[config.mk]
export PLATFORM = sky130hd
export DESIGN_NAME = mem_access_stage
export DESIGN_NICKNAME = d
export VERILOG_FILES = /design/src/rtl/mem_stage_pkg.sv /design/src/rtl/load_formatter.sv /design/src/rtl/mem_access_stage.sv
export SDC_FILE = /design/constraint.sdc
export NUM_CORES = 1
export LEC_CHECK = 0
export BUFFER_PORTS_ARGS = -buffer_cell sky130_fd_sc_hd__buf_4
export CORE_MARGIN = 2
export CORE_UTILIZATION = 25
export CTS_BUF_LIST = sky130_fd_sc_hd__clkbuf_8 sky130_fd_sc_hd__clkbuf_16
export CTS_CLUSTER_DIAMETER = 200
export DETAILED_ROUTE_END_ITERATION = 10
export GPL_TIMING_DRIVEN = 0
export SLEW_MARGIN = 0
export SYNTH_ARGS = -nofsm -noshare
export SYNTH_HDL_FRONTEND = slang
export SYNTH_HIERARCHICAL = 1
export SYNTH_SLANG_ARGS = --single-unit
[constraint.sdc]
create_clock -name Clk -period 5.8 [get_ports Clk]
set_input_delay 1.45 -clock Clk [delete_from_list [all_inputs] [get_ports Clk]]
set_output_delay 1.45 -clock Clk [all_outputs]
set_load 0.1 [all_outputs]
[src/rtl/mem_stage_pkg.sv]
// Shared encodings for the MEM stage: RV32I funct3 load/store codes, FSM states,
// lane widths and the alignment helper used by the optional misalignment trap.
package mem_stage_pkg;

    localparam int BE_W   = 4;
    localparam int BYTE_W = 8;
    localparam int CNT_W  = 8;

    localparam logic [2:0] F3_LB  = 3'b000;
    localparam logic [2:0] F3_LH  = 3'b001;
    localparam logic [2:0] F3_LW  = 3'b010;
    localparam logic [2:0] F3_LBU = 3'b100;
    localparam logic [2:0] F3_LHU = 3'b101;

    localparam logic [2:0] F3_SB  = 3'b000;
    localparam logic [2:0] F3_SH  = 3'b001;
    localparam logic [2:0] F3_SW  = 3'b010;

    typedef enum logic {
        ST_IDLE = 1'b0,
        ST_WAIT = 1'b1
    } mem_state_e;

    // funct3[1:0] encodes the access size for loads and stores alike: 00 byte, 01 half, 10 word.
    function automatic logic is_misaligned(input logic [2:0] funct3, input logic [1:0] addr_lo);
        case (funct3[1:0])
            2'b01:   return addr_lo[0];
            2'b10:   return addr_lo != 2'b00;
            default: return 1'b0;
        endcase
    endfunction

endpackage

[src/rtl/load_formatter.sv]
// Extracts the addressed byte/half/word lane from a load's read data and applies
// sign or zero extension according to funct3.
module load_formatter
    import mem_stage_pkg::*;
(
    input  logic [31:0] rdata,
    input  logic [1:0]  addr_lo,
    input  logic [2:0]  funct3,
    output logic [31:0] result
);

    logic [BYTE_W-1:0]   sel_byte;
    logic [2*BYTE_W-1:0] sel_half;

    always_comb begin
        sel_byte = rdata[{addr_lo, 3'b000} +: BYTE_W];
        sel_half = addr_lo[1] ? rdata[31:16] : rdata[15:0];
        case (funct3)
            F3_LB:   result = {{24{sel_byte[7]}}, sel_byte};
            F3_LBU:  result = {24'h0, sel_byte};
            F3_LH:   result = {{16{sel_half[15]}}, sel_half};
            F3_LHU:  result = {16'h0, sel_half};
            F3_LW:   result = rdata;
            default: result = rdata;
        endcase
    end

endmodule

[src/rtl/mem_access_stage.sv]
// RV32I MEM pipeline stage: data-memory handshake with ack timeout, store lane steering,
// load formatting and the MEM/WB register. Optional macro MISALIGN_TRAP_EN adds Misalign_Trap.
module mem_access_stage
    import mem_stage_pkg::*;
#(
    parameter int ACK_TIMEOUT = 16
) (
    input  logic            Clk,
    input  logic            Rst_n,
    input  logic            Valid_MEM,
    input  logic [31:0]     Alu_Out_MEM,
    input  logic [31:0]     Store_Data_MEM,
    input  logic [31:0]     PC_MEM,
    input  logic            Mem_Read_MEM,
    input  logic            Mem_Write_MEM,
    input  logic [2:0]      Funct3_MEM,
    input  logic            Write_Back_Control_MEM,
    input  logic            Write_Enable_MEM,
    input  logic [4:0]      Rd_MEM,
    output logic            Dmem_Req,
    output logic            Dmem_We,
    output logic [31:0]     Dmem_Addr,
    output logic [31:0]     Dmem_Wdata,
    output logic [BE_W-1:0] Dmem_Be,
    input  logic            Dmem_Ack,
    input  logic [31:0]     Dmem_Rdata,
    output logic            Stall_MEM,
    output logic [31:0]     Alu_Out_WB,
    output logic [31:0]     PC_WB,
    output logic [31:0]     Loaded_Data_WB,
    output logic            Write_Back_Control_WB,
    output logic            Write_Enable_WB,
    output logic            Valid_WB,
    output logic [4:0]      Rd_WB,
`ifdef MISALIGN_TRAP_EN
    output logic            Misalign_Trap,
`endif
    output logic            Bus_Err
);

    mem_state_e       state;
    logic [CNT_W-1:0] wait_cnt;
    logic             misalign;
    logic             mem_op;
    logic             timeout;
    logic             retire;
    logic [31:0]      load_result;

`ifdef MISALIGN_TRAP_EN
    assign misalign      = Valid_MEM & (Mem_Read_MEM | Mem_Write_MEM)
                         & is_misaligned(Funct3_MEM, Alu_Out_MEM[1:0]);
    assign Misalign_Trap = misalign;
`else
    assign misalign      = 1'b0;
`endif

    // A timed-out access drops its request, which also releases the stall so the
    // instruction retires (without a register write) on this same edge.
    assign mem_op    = Valid_MEM & (Mem_Read_MEM | Mem_Write_MEM) & ~misalign;
    assign timeout   = (state == ST_WAIT) && (wait_cnt == CNT_W'(ACK_TIMEOUT - 1));
    assign Bus_Err   = timeout & mem_op;
    assign Dmem_Req  = mem_op & ~timeout;
    assign Stall_MEM = Dmem_Req & ~Dmem_Ack;
    assign retire    = Valid_MEM & ~Stall_MEM;
    assign Dmem_We   = Dmem_Req & Mem_Write_MEM;
    assign Dmem_Addr = {Alu_Out_MEM[31:2], 2'b00};

    always_comb begin
        Dmem_Be    = '1;
        Dmem_Wdata = Store_Data_MEM;
        if (Mem_Write_MEM) begin
            case (Funct3_MEM)
                F3_SB: begin
                    Dmem_Be    = 4'b0001 << Alu_Out_MEM[1:0];
                    Dmem_Wdata = {4{Store_Data_MEM[7:0]}};
                end
                F3_SH: begin
                    Dmem_Be    = Alu_Out_MEM[1] ? 4'b1100 : 4'b0011;
                    Dmem_Wdata = {2{Store_Data_MEM[15:0]}};
                end
                F3_SW:   Dmem_Be = '1;
                default: Dmem_Be = '1;
            endcase
        end
    end

    load_formatter u_load_formatter (
        .rdata   (Dmem_Rdata),
        .addr_lo (Alu_Out_MEM[1:0]),
        .funct3  (Funct3_MEM),
        .result  (load_result)
    );

    always_ff @(posedge Clk or negedge Rst_n) begin
        if (!Rst_n) begin
            state    <= ST_IDLE;
            wait_cnt <= '0;
        end else begin
            case (state)
                ST_IDLE: begin
                    if (Dmem_Req && !Dmem_Ack) begin
                        state    <= ST_WAIT;
                        wait_cnt <= '0;
                    end
                end
                ST_WAIT: begin
                    if (!mem_op || Dmem_Ack || timeout) begin
                        state    <= ST_IDLE;
                        wait_cnt <= '0;
                    end else begin
                        wait_cnt <= wait_cnt + 1'b1;
                    end
                end
                default: state <= ST_IDLE;
            endcase
        end
    end

    // Data fields load every cycle; only Valid_WB/Write_Enable_WB distinguish a bubble.
    always_ff @(posedge Clk or negedge Rst_n) begin
        if (!Rst_n) begin
            Valid_WB              <= 1'b0;
            Write_Enable_WB       <= 1'b0;
            Write_Back_Control_WB <= 1'b0;
            Alu_Out_WB            <= '0;
            PC_WB                 <= '0;
            Loaded_Data_WB        <= '0;
            Rd_WB                 <= '0;
        end else begin
            Valid_WB              <= retire;
            Write_Enable_WB       <= retire & Write_Enable_MEM & ~Mem_Write_MEM & ~Bus_Err & ~misalign;
            Write_Back_Control_WB <= Write_Back_Control_MEM;
            Alu_Out_WB            <= Alu_Out_MEM;
            PC_WB                 <= PC_MEM;
            Loaded_Data_WB        <= load_result;
            Rd_WB                 <= Rd_MEM;
        end
    end

endmodule

==> flow_metrics.tcl <==
set metrics [dict create \
    yosysTopAreaCell "dfrtp_1" \
    synth_cell_type_count 43 \
    hold_violations 0 \
    power_density_nw_per_um2 360 \
    coreArea_sq_um 18500 \
    cp_max_fo 10 \
    max_stage_delay_ns 0.33 \
    nets 834 \
    gp_congestion 0.818 \
    cp_data_required_time_ns 4.35 \
    antenna_found_initial 1 \
    dieArea_sq_um 19800 \
    tns_ns 0 \
    hold_path_class "register to register" \
    syn_to_final_growth_pct 71.2 \
    crit_type "input pin to primary output" \
    n_antenna_cell 0 \
    rows 50 \
    synth.top_cells.by_area "dfrtp_1 (60%), buf_4 (6.9%), mux2_2 (4.8%)" \
    min_period_ns 4.41 \
    synthesis.area_sq_um 4680 \
    ys_seq_elements 113 \
    timing.final.crit_share 0.761 \
    start_kind "input pin" \
    cp_slowest_cell "buf_4" \
    pin_count 320 \
    drt_iter0_drc 151 \
    port_buffers 317 \
    start_util 0.253 \
    tightest_slew_ns 0.743 \
    syn_avg_cell_area_sq_um 13.3 \
    postCtsSetupBuffers 0 \
    crit_arrival_ns 2.96 \
    root_buffer "clkbuf_16" \
    fp.dieW_microns 141 \
    ys_warn_count 6 \
    relSlewSlack 0.505 \
    register_area_sq_um 2830 \
    cts_tree "built" \
    leakagePower_uw 0.00402 \
    htreeDepth 4 \
    cts_sinks 113 \
    maxSlewViolCount 0 \
    overflow 0 \
    fp.dieH_microns 141 \
    wirelength_microns 15800 \
    clk_pin_slew_ns 0.05 \
    grt_pass1_wl_microns 23400 \
    ctsHoldBuffers 0 \
    clock-skew-final_ns 0.00687 \
    viasPerCell 4.38 \
    wire_per_inst_microns 16.9 \
    hold_slack_ns 0.565 \
    cts_buffers 17 \
    track_usage 0.155 \
    setup_viol 0 \
    clk_latency_ns 0.41 \
    first_pass_iters 4 \
    via_count 4096 \
    multi_input_area_sq_um 1420 \
    endpoint_kind "primary output" \
    synth_top_area_frac 0.604 \
    path_cells "buf_4, nor3b_1, buf_2, buf_2, nor2_1, a21oi_1, buf_4" \
    ir_worst_vdd_uv 138 \
    cts_resized 0 \
    maxCapViolCount 0 \
    max_freq_mhz 227 \
    drive_above_1_share 0.634 \
    ant_nets 0 \
    rsz0062_at_grt "false" \
    outcome "completed" \
    grt_max_degree 114 \
    post-dp-hpwl_microns 12600 \
    final.fill_count 1807 \
    synth_seq_area_share 0.604 \
    clockBufferDepth 2 \
    drcViolationCount 0 \
    synth_cells 351 \
    grt_pass1_vias 4194 \
]
## flip-flops by register name, summed over array words and instances, names as in the netlist
signal	flops
Alu_Out_WB	32
Valid_WB	1
Rd_WB	5
Loaded_Data_WB	32
Write_Enable_WB	1
wait_cnt	8
state	1
Write_Back_Control_WB	1
PC_WB	32
## area by class of cell
class                           count  area share
Sequential cell                   113       0.353
Clock inverter                     14      0.0234
Buffer                             58      0.0528
Tap cell                          234      0.0365
Multi-Input combinational cell    176       0.177
Inverter                            5     0.00234
Timing Repair Buffer              318       0.301
Clock buffer                       18      0.0548
## worst max-delay path, delay by kind of cell
kind,cells,cell delay (ns)
buffers and inverters,4,1.03
and+or+nand+nor,2,0.28
AOI/OAI and AO/OA,1,0.19
## layer usage
metal | routed length (microns) | global-route usage
met4 | 309 | 0.0616
met1 | 5540 | 0.158
met2 | 8530 | 0.289
met3 | 1420 | 0.0560
met5 | 16 | 0
## cells in the mapped netlist
cell type / count
dfrtp_1: 113
buf_4: 43
mux2_2: 20
nor2_1: 19
a21oi_1: 16
nand2_1: 16
a2bb2oi_2: 14
mux2i_1: 14
nor2b_1: 12
a221o_1: 6
a2bb2oi_1: 6
buf_2: 5
buf_6: 5
clkbuf_1: 5
o21ai_0: 5
o221ai_1: 5
inv_1: 4
o22ai_1: 4
xnor2_1: 4
and3_1: 3
nand3_1: 3
o21a_1: 3
a211oi_1: 2
a22o_1: 2
nand2b_1: 2
nor3_1: 2
xor2_1: 2
a211o_1: 1
a22oi_4: 1
and2_1: 1
and4_4: 1
clkinv_1: 1
conb_1: 1
ha_1: 1
mux2_4: 1
nor3b_1: 1
nor3b_2: 1
nor4_4: 1
nor4b_1: 1
o21ai_2: 1
o31a_4: 1
or3b_2: 1
xnor2_2: 1
## worst paths after layout
| path | startpoint | cells after the start | endpoint | slack [ns] |
|---|---|---|---|---|
| setup reg to reg | wait_cnt[0] | 6 | wait_cnt[6] | 4.10 |
| max in group asynchronous | Rst_n | 2 | Write_Enable_WB | 4.15 |
| min in group asynchronous | Rst_n | 1 | Alu_Out_WB[6] | 0.97 |
| hold reg to reg | wait_cnt[1] | 2 | wait_cnt[1] | 0.57 |
| setup / recovery | Funct3_MEM[2] | 7 | Dmem_Wdata[28] | 1.39 |
| hold / removal | wait_cnt[1] | 2 | wait_cnt[1] | 0.57 |
## stage by stage
stage / cells / util / power, uW / instance area [sq um] / setup slack, ns
floorplan: 352 / - / 1540 / 4690 / 0.268
detailed placement: 903 / 0.397 / 1800 / 7360 / 1.38
global route: 936 / 0.433 / 2970 / 8020 / 1.35
CTS: 935 / 0.431 / 2910 / 7990 / 1.37
finish: 936 / 0.433 / 2890 / 8020 / 1.39
global placement: 903 / 0.397 / 1790 / 7360 / 1.38
## report_power, final
group	switching [uW]	total, uW	internal, uW	leakage [uW]
Combinational	705	932	227	0.00237
Clock	375	1100	728	0.000303
Sequential	14.7	851	837	0.00135
## kinds of logic after synthesis
group	after synthesis	synth area share
xor+xnor	7	0.0147
compound gates	67	0.130
buf+inv	63	0.0943
mux	35	0.0812
other cells	1	0.000801
simple gates	64	0.0724
flops	113	0.604
fa+ha+maj	1	0.00267
## cells in the final DEF (no fill, tap or decap), types with 3 or more instances in the layout
cell type,netlist,layout
clkbuf_16,0,17
buf_4,43,359
clkinvlp_4,0,3
bufinv_16,0,4
nand2_1,16,16
a21oi_1,16,16
clkbuf_1,5,5
xnor2_1,4,4
a221o_1,6,6
nor2_1,19,19
a2bb2oi_1,6,6
buf_2,5,5
buf_6,5,6
nand3_1,3,3
o221ai_1,5,5
a2bb2oi_2,14,14
o21ai_0,5,5
and3_1,3,3
nor2b_1,12,12
mux2_2,20,20
o21a_1,3,3
o22ai_1,4,4
clkinv_2,0,3
inv_1,4,5
dfrtp_1,113,113
mux2i_1,14,14
Power figures use the tool's default switching activity.
